`src/rtl/forward_hazard_ctrl.sv`:
```
// Forwarding and hazard control for a 5-stage pipeline.
// Tracks the instructions in EXE and MEM as two shadow slots. It raises a
// combinational STALL on RAW hazards that forwarding cannot cover. It also
// registers the EXE operand-mux selects one clock ahead of their use.
//
// Handshake: ID_VALID_IN works as "valid" and ~STALL works as "ready".
// An ID instruction issues into EXE on a clock edge only when
// ID_VALID_IN=1, STALL=0 and FLUSH_IN=0. FLUSH_IN kills the ID instruction
// outright and never causes a stall.
module forward_hazard_ctrl (
    input  logic       clk,
    input  logic       rst,
    input  logic       FWD_EN_IN,
    input  logic       FLUSH_IN,
    input  logic       ID_VALID_IN,
    input  logic [3:0] ID_SRC1_IN,
    input  logic [3:0] ID_SRC2_IN,
    input  logic       ID_SRC1_V_IN,
    input  logic       ID_SRC2_V_IN,
    input  logic [3:0] ID_DEST_IN,
    input  logic       ID_WB_EN_IN,
    input  logic       ID_MEM_R_EN_IN,
    output logic       STALL,
    output logic [1:0] sel_src1,
    output logic [1:0] sel_src2,
    output logic [15:0] HAZARD_CNT,
    output logic       fsm_state
);

    typedef enum logic {RUN = 1'b0, HOLD = 1'b1} state_t;

    localparam logic [1:0] SEL_REG = 2'b00;
    localparam logic [1:0] SEL_MEM = 2'b01;
    localparam logic [1:0] SEL_WB  = 2'b10;

    state_t      state_q;

    logic        ex_v, ex_wb, ex_memr;
    logic [3:0]  ex_dest;
    logic        mem_v, mem_wb;
    logic [3:0]  mem_dest;

    logic        ex_m1, ex_m2, mem_m1, mem_m2;
    logic        stall_cond;
    logic        issue;
    logic [1:0]  sel1_d, sel2_d;

    // Slot/source match detection, hazard decision and next-select computation
    always_comb begin
        ex_m1  = ex_v  && ex_wb  && ID_SRC1_V_IN && (ex_dest  == ID_SRC1_IN);
        ex_m2  = ex_v  && ex_wb  && ID_SRC2_V_IN && (ex_dest  == ID_SRC2_IN);
        mem_m1 = mem_v && mem_wb && ID_SRC1_V_IN && (mem_dest == ID_SRC1_IN);
        mem_m2 = mem_v && mem_wb && ID_SRC2_V_IN && (mem_dest == ID_SRC2_IN);

        // Forwarding covers everything except a load still in EXE.
        if (FWD_EN_IN)
            stall_cond = ex_memr && (ex_m1 || ex_m2);
        else
            stall_cond = ex_m1 || ex_m2 || mem_m1 || mem_m2;

        STALL = ID_VALID_IN && !FLUSH_IN && stall_cond;
        issue = ID_VALID_IN && !FLUSH_IN && !STALL;

        sel1_d = SEL_REG;
        sel2_d = SEL_REG;
        if (issue && FWD_EN_IN) begin
            // The younger producer (EXE) wins over the older one (MEM).
            if (ex_m1)       sel1_d = SEL_MEM;
            else if (mem_m1) sel1_d = SEL_WB;
            if (ex_m2)       sel2_d = SEL_MEM;
            else if (mem_m2) sel2_d = SEL_WB;
        end
    end

    // Shadow slots, registered selects, stall counter and RUN/HOLD state
    always_ff @(posedge clk) begin
        if (!rst) begin
            ex_v       <= 1'b0;
            ex_wb      <= 1'b0;
            ex_memr    <= 1'b0;
            ex_dest    <= 4'd0;
            mem_v      <= 1'b0;
            mem_wb     <= 1'b0;
            mem_dest   <= 4'd0;
            sel_src1   <= SEL_REG;
            sel_src2   <= SEL_REG;
            HAZARD_CNT <= 16'd0;
            state_q    <= RUN;
        end else begin
            mem_v    <= ex_v;
            mem_wb   <= ex_wb;
            mem_dest <= ex_dest;
            if (issue) begin
                ex_v    <= 1'b1;
                ex_wb   <= ID_WB_EN_IN;
                ex_memr <= ID_MEM_R_EN_IN;
                ex_dest <= ID_DEST_IN;
            end else begin
                ex_v    <= 1'b0;
                ex_wb   <= 1'b0;
                ex_memr <= 1'b0;
            end
            sel_src1 <= sel1_d;
            sel_src2 <= sel2_d;
            if (STALL && (HAZARD_CNT != 16'hFFFF))
                HAZARD_CNT <= HAZARD_CNT + 16'd1;
            state_q <= STALL ? HOLD : RUN;
        end
    end

    assign fsm_state = state_q;

endmodule
```
`config.mk`:
```
export PLATFORM = sky130hd
export DESIGN_NAME = forward_hazard_ctrl
export DESIGN_NICKNAME = d
export VERILOG_FILES = /design/src/rtl/forward_hazard_ctrl.sv
export SDC_FILE = /design/constraint.sdc
export NUM_CORES = 1
export LEC_CHECK = 0
export BUFFER_PORTS_ARGS = -buffer_cell sky130_fd_sc_hd__buf_2
export CORE_MARGIN = 3
export CORE_UTILIZATION = 45
export DETAILED_ROUTE_END_ITERATION = 8
export MAX_ROUTING_LAYER = met4
export PLACE_DENSITY = 0.68
export SKIP_CTS_REPAIR_TIMING = 1
export SYNTH_ARGS = -nofsm -noshare
export SYNTH_HDL_FRONTEND = slang
export SYNTH_SLANG_ARGS = --single-unit
```
`constraint.sdc`:
```
create_clock -name clk -period 6.3 [get_ports clk]
set_input_delay 0.315 -clock clk [delete_from_list [all_inputs] [get_ports clk]]
set_output_delay 0.315 -clock clk [all_outputs]
set_load 0.01 [all_outputs]
```
==> results of run 1 <==
through the flow:
stage,std cells,hold slack (ns),setup slack [ns],util
2_1_floorplan,168,0.437,4.19,-
3_3_place_gp,251,0.473,3.94,0.542
3_5_place_dp,251,0.483,3.84,0.542
4_1_cts,259,0.170,3.82,0.573
5_1_grt,259,0.171,3.71,0.573
6_report,259,0.179,3.83,0.573
power breakdown:
| part | leakage, uW | total [uW] | internal [uW] | switching [uW] |
|---|---|---|---|---|
| registers | 0.000275 | 221 | 218 | 2.76 |
| logic | 0.000497 | 24.2 | 11.3 | 12.8 |
| clock network | 0.0000554 | 201 | 124 | 76.7 |
final timing paths:
path | startpoint | to | cells past startpoint | slack [ns]
setup / recovery | ex_dest[1] | STALL | 6 | 3.83
hold / removal | ID_MEM_R_EN_IN | ex_memr | 2 | 0.18
setup reg to reg | ex_dest[1] | HAZARD_CNT[14] | 7 | 3.92
hold reg to reg | HAZARD_CNT[15] | HAZARD_CNT[15] | 2 | 0.49
sequential cells by signal, indices dropped and copies added (netlist names):
| signal | count |
|---|---|
| sel_src2 | 2 |
| fsm_state | 1 |
| HAZARD_CNT | 16 |
| mem_wb | 1 |
| ex_dest | 4 |
| mem_dest | 4 |
| sel_src1 | 2 |
| ex_memr | 1 |
| mem_v | 1 |
| ex_v | 1 |
| ex_wb | 1 |
cell type report:
class	count	area, sq um	area share
sequential	34	681	0.350
tap	46	57.6	0.0296
inverter	5	18.8	0.00966
timing repair buffer	42	210	0.108
clock inverter	3	68.8	0.0354
clock buffer	5	37.5	0.0193
multi-input combinational	124	870	0.448
worst max-delay path, stage by stage (launching register included):
cell	delay [ns]
dfxtp_1	0.41
xnor2_1	0.14
nand4_1	0.12
or4_4	0.50
a41oi_4	0.29
o21ba_2	0.23
buf_2	0.14
metal layers:
metal	vias to the layer above	global-route usage
li1	700	-
met1	668	0.225
met2	29	0.292
met3	6	0.0427
met4	0	0.0803
met5	-	-
kinds of logic after synthesis:
| logic type | synth area share |
|---|---|
| mux | 0.0125 |
| simple gates | 0.262 |
| flops | 0.424 |
| compound gates | 0.161 |
| buf+inv | 0.0335 |
| fa+ha+maj | 0.00780 |
| xor+xnor | 0.0983 |
cell usage in the layout, fill, tap and decap left out, types with 3 or more instances in the layout:
| master | n |
|---|---|
| buf_2 | 42 |
| dfxtp_1 | 34 |
| nand2_1 | 15 |
| nand3_1 | 14 |
| xor2_1 | 13 |
| a21oi_1 | 7 |
| or4_1 | 6 |
| nor2_1 | 6 |
| and2_1 | 6 |
| xnor2_1 | 5 |
| inv_1 | 5 |
| o21ai_0 | 5 |
| clkbuf_4 | 5 |
| nand4_1 | 4 |
| or4_4 | 4 |
| o31ai_1 | 4 |
| nor4_1 | 4 |
| and3_1 | 3 |
| o31a_1 | 3 |
| o21a_1 | 3 |
| o211ai_1 | 3 |
==> reports/metrics.csv, run 1 <==
stage;metric;value;unit
final_layout;synth-to-layout area growth;21.1;%
die;IO Pins;43;
synthesis;Main synth FF type;dfxtp_1;
synthesis;Synth Net Count;190;
drt;DR WL met3;162;um
grt;vias in the first global route;1313;
drt;vias;1403;
synthesis;post-synthesis async set-or-reset flop share;0;
sta;Final Max Tran Viols;0;
clock_tree;later-pin clock latency in the skew report;0.34;ns
die;die width;65.7;um
sta;Final Skew;0.0176;ns
sta;Fin. Hold Viols;0;
synthesis;cell with the most instances after synthesis;dfxtp_1;
sta;RSZ-0062 raised after global routing;false;
grt;largest net degree at the start of global routing;24;
worst_setup_path;Setup crit end kind;output pin;
worst_setup_path;critical path required time;5.98;ns
place;gpl congestion;0.827;
drt;DR vias/cell;5.42;
worst_setup_path;Setup CP Type;reg -> out;
drt;routed wire length;3.65;mm
clock_tree;TritonCTS buffer count;5;
die;Rows;21;
final_layout;Diodes inserted;0;
clock_tree;CTS tree;done;
power_and_ir_drop;Worst VDD drop;0.129;mV
worst_setup_path;CP startpoint kind;flop;
place;DP HPWL;2.78;mm
drt;WL met2;1.80;mm
die;Initial Util;0.473;
final_layout;Finished Cell Area;1940;sq um
worst_setup_path;CP Max Fanout;5;
sta;Final period util;0.392;
drt;Wirelength per Cell;14.1;um
sta;relative slew slack;0.622;
synthesis;synthesized instance count;168;
synthesis;top cells by area, synth;dfxtp_1 42%, xor2_1 7.1%, nand3_1 4.4%;
sta;Final TNS setup;0;ns
synthesis;Synth Warn #;0;
synthesis;share of the synthesized area in the top cell type;0.424;
drt;DRT iter0 DRCs;58;
clock_tree;H-Tree Level Count;2;
drt;Post-DRT Antenna Nets;0;
drt;Metal-1 WL;1.63;mm
synthesis;most instantiated cells after synthesis;34 x dfxtp_1, 15 x nand2_1, 14 x nand3_1, 13 x xor2_1, 7 x a21oi_1;
clock_tree;Max Buffers Root-to-Sink;2;
synthesis;sequential area share after synthesis;0.424;
place;placed cell area;1840;sq um
synthesis;Synth Register Bits;34;
drt;1st-pass router iterations;4;
sta;Max Freq;0.405;GHz
final_layout;Filler cells;310;
power_and_ir_drop;Overall Power;445;uW
drt;top layer in use;met4;
synthesis;Mapped Avg Cell Area;9.55;sq um
sta;final setup vio count;0;
synthesis;cell taking the most area after synthesis;dfxtp_1;
die;Die Y-Extent;65.7;um
grt;GRT overflow;0;
grt;first-pass GRT wire length;5.95;mm
flow_run;Max-Cap Viols;0;
final_layout;Layout Nets;234;
grt;antenna violations before repair;0;
synthesis;number of synthesized flops with an enable pin;0;
final_layout;layout cells sized above 1;0.296;
drt;DRC;0;
die;Die ar.;4320;sq um
synthesis;synthesized cell area;1600;sq um
die;core box area;3390;sq um
clock_tree;CTS clk-pin slew, worst paths;0.12;ns
clock_tree;# clock sinks;34;
power_and_ir_drop;Pleak;0.000828;uW
power_and_ir_drop;PD cells;229;nW/um^2
synthesis;post-synth cell types;37;
worst_setup_path;CP arrival;2.15;ns
grt;Total Routing Usage GR;0.185;
clock_tree;Root Buffer;clkbuf_4;
place;count of buffers from port buffering;42;
min_path;HP Class;in -> reg;
sta;worst-margin pin slew;0.565;ns
outcome;status;finished, final reports clean;
sta;Tmin final;2.47;ns
Power figures use the tool's default switching activity.
==> inputs of run 2 (changes only) <==
--- a/config.mk
+++ b/config.mk
@@ -10,7 +10,7 @@
 export CORE_UTILIZATION = 45
 export DETAILED_ROUTE_END_ITERATION = 8
 export MAX_ROUTING_LAYER = met4
-export PLACE_DENSITY = 0.68
+export PLACE_DENSITY = 0.71
 export SKIP_CTS_REPAIR_TIMING = 1
 export SYNTH_ARGS = -nofsm -noshare
 export SYNTH_HDL_FRONTEND = slang
==> constraint.sdc (replaced) <==
create_clock -name clk -period 2.1 [get_ports clk]
set_input_delay 0.105 -clock clk [delete_from_list [all_inputs] [get_ports clk]]
set_output_delay 0.105 -clock clk [all_outputs]
set_load 0.01 [all_outputs]
==> run 2 against run 1 <==
  * The run now ends with hold timing, setup timing left
  * Critical path type is now reg -> reg
  * Utilization increased by 5.5 points
  * Total power increased to 2.5 times the previous value
  * Die area unchanged
  * Largest cell class unchanged
==> reports/metrics.csv, run 2 (same netlist as run 1, synthesis figures left out) <==
stage;metric;value;unit
outcome;status;finished, violations left;
outcome;failing checks;hold timing, setup timing;
drt;top layer in use;met4;
sta;RSZ-0062 raised after global routing;true;
worst_setup_path;CP startpoint kind;flop;
worst_setup_path;CP max-delay cell;or4_1;
drt;DRC;0;
sta;Tmin final;2.24;ns
drt;WL met2;1.70;mm
die;Die ar.;4320;sq um
clock_tree;CTS tree;done;
final_layout;most frequent cells in the layout;41 x buf_2, 31 x dfxtp_1, 15 x nand2_1, 14 x nand3_1, 13 x xor2_1;
worst_setup_path;CP Buf/Inv Count;0;
power_and_ir_drop;switch share;0.236;
worst_setup_path;critical path required time;2.36;ns
power_and_ir_drop;Internal;859;uW
grt;Total Routing Usage GR;0.173;
final_layout;synth-to-layout area growth;32.8;%
power_and_ir_drop;Pleak;0.000920;uW
worst_setup_path;reg2reg start;mem_dest[0];
sta;Hold WS;-0.000932;ns
worst_setup_path;Setup crit end kind;flop;
place;Cells after DPL;261;
sta;final setup vio count;15;
sta;Final Skew;0.0122;ns
power_and_ir_drop;part of the power in combinational logic;0.076;
drt;1st-pass router iterations;6;
power_and_ir_drop;PD cells;528;nW/um^2
final_layout;layout cells sized above 1;0.359;
clock_tree;# clock sinks;34;
clock_tree;Max Buffers Root-to-Sink;2;
clock_tree;later-pin clock latency in the skew report;0.33;ns
final_layout;largest register by flop count;HAZARD_CNT;
die;Die Y-Extent;65.7;um
drt;DRT iter0 DRCs;69;
power_and_ir_drop;Overall Power;1120;uW
final_layout;Largest register FFs;16;
power_and_ir_drop;Flop pwr share;0.588;
power_and_ir_drop;Worst VDD drop;0.413;mV
grt;first-pass GRT wire length;5.65;mm
clock_tree;Root Buffer;clkbuf_4;
worst_setup_path;worst path cell trace;xnor2_2 -> nand4_1 -> or4_4 -> a41oi_4 -> o21ai_4 -> or4_1 -> a21oi_1;
worst_setup_path;delay-heaviest family, CP;simple AND/OR/NAND/NOR gates;
worst_setup_path;Register-to-Register Path Depth;7;
min_path;HP Class;in -> reg;
drt;DR WL met3;232;um
min_path;min-delay src;ID_DEST_IN[3];
sta;Fin. Hold Viols;1;
die;Initial Util;0.473;
grt;vias in the first global route;1210;
flow_run;Max-Cap Viols;0;
final_layout;Layout Nets;255;
final_layout;commonest non-fill, non-tap cell in the layout;buf_2;
final_layout;Diodes inserted;0;
grt;largest net degree at the start of global routing;21;
drt;routed wire length;3.78;mm
place;placed cell area;1910;sq um
worst_setup_path;CP arrival;2.49;ns
sta;setup ws final;-0.136;ns
sta;worst-margin pin slew;0.456;ns
worst_setup_path;Setup CP Type;reg -> reg;
grt;antenna violations before repair;0;
worst_setup_path;FF-to-FF setup slack;-0.14;ns
min_path;worst hold stages;3;
drt;Metal-1 WL;1.81;mm
clock_tree;CTS clk-pin slew, worst paths;0.11;ns
sta;Max Freq;0.447;GHz
sta;Final Max Tran Viols;0;
final_layout;fin cells;280;
place;count of buffers from port buffering;42;
drt;Wirelength per Cell;13.5;um
die;core box area;3390;sq um
drt;vias;1503;
worst_setup_path;CP Max Fanout;10;
worst_setup_path;R2R Path End;HAZARD_CNT[9];
place;Placement Setup Slack;-0.138;ns
die;Rows;21;
place;gpl congestion;0.926;
place;DP HPWL;2.57;mm
worst_setup_path;slowest stage delay, CP;0.48;ns
min_path;Hold Path End;ex_dest[3];
grt;GRT overflow;0;
power_and_ir_drop;Clock power frac;0.336;
sta;relative slew slack;0.693;
final_layout;Finished Cell Area;2130;sq um
clock_tree;TritonCTS buffer count;5;
final_layout;biggest regs;HAZARD_CNT: 16 flops, ex_dest: 4 flops, mem_dest: 4 flops;
drt;Post-DRT Antenna Nets;0;
drt;DR vias/cell;5.37;
sta;Final period util;1.06;
power_and_ir_drop;switching power;265;uW
die;IO Pins;43;
die;die width;65.7;um
clock_tree;H-Tree Level Count;2;
-- run 2: worst max path at each step --
stage               cells past startpoint         from  slack [ns]             end
CTS                                     7   ex_dest[1]       -0.17           STALL
floorplan                               7  mem_dest[2]       -0.01   HAZARD_CNT[3]
global route                            7   ex_dest[1]       -0.24   HAZARD_CNT[9]
global placement                        7  mem_dest[0]       -0.09  HAZARD_CNT[14]
finish                                  7  mem_dest[0]       -0.14   HAZARD_CNT[9]
detailed placement                      7   ex_dest[1]       -0.14  HAZARD_CNT[14]
-- run 2: routing by layer --
metal	global-route usage	vias to the layer above
met5	-	-
met2	0.233	46
li1	-	749
met1	0.249	704
met3	0.0496	4
met4	0.0544	0
-- run 2: cell type report --
type | instances | area, sq um
fill | 298 | 1260
sequential | 34 | 684
tap | 46 | 57.6
clock inverter | 1 | 5.00
clock buffer | 7 | 55.1
inverter | 5 | 18.8
timing repair buffer | 62 | 399
multi-input combinational | 125 | 911
-- run 2: tightest hold or removal path, stage by stage --
cell and delay, ns:
buf_2 0.08, nand3_1 0.06, o21ai_0 0.06
-- run 2: power groups by stage --
stage | combinational (uW) | sequential (uW) | clock (uW)
floorplan | 40.2 | 674 | 0
global placement | 75.1 | 676 | 0
detailed placement | 74.6 | 676 | 0
CTS | 75.3 | 661 | 382
global route | 94.0 | 663 | 414
finish | 85.6 | 662 | 378
-- run 2: stage by stage --
stage / TNS, ns / util
global route: -2.65 / 0.629
finish: -1.23 / 0.629
CTS: -1.22 / 0.582
global placement: -0.499 / 0.564
floorplan: -0.0201 / -
detailed placement: -0.839 / 0.564
==> inputs of run 3 (changes only) <==
--- a/config.mk
+++ b/config.mk
@@ -10,7 +10,7 @@
 export CORE_UTILIZATION = 45
 export DETAILED_ROUTE_END_ITERATION = 8
 export MAX_ROUTING_LAYER = met4
-export PLACE_DENSITY = 0.71
+export PLACE_DENSITY = 0.68
 export SKIP_CTS_REPAIR_TIMING = 1
 export SYNTH_ARGS = -nofsm -noshare
 export SYNTH_HDL_FRONTEND = slang
==> constraint.sdc (replaced) <==
create_clock -name clk -period 2.7 [get_ports clk]
set_input_delay 0.135 -clock clk [delete_from_list [all_inputs] [get_ports clk]]
set_output_delay 0.135 -clock clk [all_outputs]
set_load 0.01 [all_outputs]
==> run 3 against run 2 <==
  * The flow now finishes without violations
  * Combinational power is 32% lower
  * Setup slack improved by 0.42 ns
  * Wire length shrank 3.6%
  * Die area unchanged
  * Critical path type unchanged
  * Sequential power is 22% lower
  * Maximum frequency is 7.4% lower
  * Clock power up 25%
  * Largest power group unchanged
  * Sequential share of layout area increased by 2.6 points
  * Global-route usage rose by 1.4 points
==> reports/metrics.csv, run 3 (same netlist as run 1, synthesis figures left out) <==
stage;metric;value;unit
clock_tree;Root Buffer;clkbuf_4;
sta;relative slew slack;0.613;
power_and_ir_drop;Worst VDD drop;0.329;mV
sta;Final TNS setup;0;ns
worst_setup_path;reg2reg start;ex_dest[1];
final_layout;Layout Nets;236;
die;Rows;21;
clock_tree;CTS clk-pin slew, worst paths;0.11;ns
clock_tree;later-pin clock latency in the skew report;0.34;ns
sta;Max Freq;0.414;GHz
place;count of buffers from port buffering;42;
worst_setup_path;R2R Path End;HAZARD_CNT[14];
grt;Total Routing Usage GR;0.187;
drt;routed wire length;3.64;mm
sta;Tmin final;2.42;ns
final_layout;most frequent cells in the layout;42 x buf_2, 34 x dfxtp_1, 15 x nand2_1, 14 x nand3_1, 13 x xor2_1;
clock_tree;Max Buffers Root-to-Sink;2;
worst_setup_path;CP endpoint;HAZARD_CNT[14];
min_path;worst hold stages;3;
worst_setup_path;CP arrival;2.69;ns
worst_setup_path;Register-to-Register Path Depth;7;
sta;worst-margin pin slew;0.579;ns
die;IO Pins;43;
power_and_ir_drop;PD cells;533;nW/um^2
place;DP HPWL;2.71;mm
worst_setup_path;critical path launch point;ex_dest[1];
final_layout;Filler cells;319;
sta;Final Skew;0.0112;ns
drt;Post-DRT Antenna Nets;0;
worst_setup_path;CP Max Fanout;23;
worst_setup_path;critical path required time;2.97;ns
die;die width;65.7;um
sta;Fin. Hold Viols;0;
worst_setup_path;worst path cell trace;xnor2_1 -> nand4_1 -> or4_4 -> a41oi_4 -> o21ai_4 -> or4_1 -> a21oi_1;
worst_setup_path;CP Buf/Inv Count;0;
grt;first-pass GRT wire length;5.98;mm
power_and_ir_drop;Pleak;0.000836;uW
final_layout;layout cells sized above 1;0.293;
final_layout;Largest register FFs;16;
die;Initial Util;0.473;
die;Die Y-Extent;65.7;um
drt;DRT iter0 DRCs;48;
clock_tree;TritonCTS buffer count;5;
worst_setup_path;CP startpoint kind;flop;
place;gpl congestion;0.793;
drt;Wirelength per Cell;14.0;um
drt;1st-pass router iterations;4;
clock_tree;# clock sinks;34;
power_and_ir_drop;Overall Power;1050;uW
outcome;status;finished, final reports clean;
grt;GRT overflow;0;
worst_setup_path;slowest stage delay, CP;0.52;ns
final_layout;Diodes inserted;0;
drt;DR vias/cell;5.48;
sta;Final period util;0.895;
drt;DRC;0;
grt;vias in the first global route;1378;
final_layout;synth-to-layout area growth;22.4;%
sta;final setup vio count;0;
worst_setup_path;FF-to-FF setup slack;0.28;ns
worst_setup_path;CP max-delay cell;or4_1;
final_layout;largest register by flop count;HAZARD_CNT;
worst_setup_path;WP depth;7;
flow_run;Max-Cap Viols;0;
die;core box area;3390;sq um
die;Die ar.;4320;sq um
final_layout;commonest non-fill, non-tap cell in the layout;buf_2;
clock_tree;H-Tree Level Count;2;
min_path;HP Class;in -> reg;
sta;Final Max Tran Viols;0;
drt;vias;1431;
grt;largest net degree at the start of global routing;24;
worst_setup_path;Setup CP Type;reg -> reg;
sta;RSZ-0062 raised after global routing;false;
final_layout;biggest regs;HAZARD_CNT: 16 flops, ex_dest: 4 flops, mem_dest: 4 flops;
worst_setup_path;Setup crit end kind;flop;
worst_setup_path;delay-heaviest family, CP;simple AND/OR/NAND/NOR gates;
clock_tree;CTS tree;done;
grt;antenna violations before repair;0;
run 3: cell types whose count changed in the layout (fill, tap and decap cells not counted), moves of 2 or more:
cell and delta:
dfxtp_1 +3, bufinv_16 +2, buf_4 -10, buf_6 -7, dlygate4sd3_1 -2, dfxtp_2 -3
run 3: stage by stage:
step	utilization	worst slack (ns)	cells	instance area [sq um]	hold WS, ns
4_1_cts	0.573	0.292	259	1940	-0.0147
3_3_place_gp	0.542	0.408	251	1840	0.349
6_report	0.579	0.284	261	1960	0.00455
2_1_floorplan	-	0.586	168	1600	0.257
3_5_place_dp	0.542	0.311	251	1840	0.356
5_1_grt	0.579	0.141	261	1960	0.0216
run 3: how the worst min path moves through the flow:
| stage | from | to | slack, ns |
|---|---|---|---|
| 4_1_cts | ID_WB_EN_IN | ex_wb | -0.01 |
| 5_1_grt | ID_DEST_IN[3] | ex_dest[3] | 0.02 |
| 6_report | ID_DEST_IN[2] | ex_dest[2] | 0.005 |
| 3_3_place_gp | ID_WB_EN_IN | ex_wb | 0.35 |
| 3_5_place_dp | ID_WB_EN_IN | ex_wb | 0.36 |
| 2_1_floorplan | ID_MEM_R_EN_IN | ex_memr | 0.26 |
run 3: layout make-up:
cell class / count / area (sq um) / share of cell area
clock buffers: 5 / 37.5 / 0.0191
clock inverters: 3 / 68.8 / 0.0351
inverters: 5 / 18.8 / 0.00956
multi-input cells: 124 / 870 / 0.443
flip-flops and latches: 34 / 681 / 0.347
well taps: 46 / 57.6 / 0.0293
repair buffers: 44 / 230 / 0.117
run 3: per-layer routing:
layer | global-route usage | vias up | wire length, um
met1 | 0.215 | 676 | 1630
met4 | 0.0907 | 0 | 81
met5 | - | - | 0
li1 | - | 710 | -
met2 | 0.290 | 36 | 1730
met3 | 0.0650 | 9 | 195
run 3: where the power goes:
part           switching, uW  internal, uW  leakage [uW]
Clock                    184           290     0.0000554
Sequential              6.51           508      0.000275
Combinational           30.3          28.3      0.000506
run 3: worst register-to-register path: cells and delay by family, from the launching register on:
family | cells | cell delay (ns)
AND/OR/NAND/NOR | 3 | 1.14
AO/OA/AOI/OAI | 3 | 0.65
flip-flops | 1 | 0.41
XOR/XNOR | 1 | 0.14
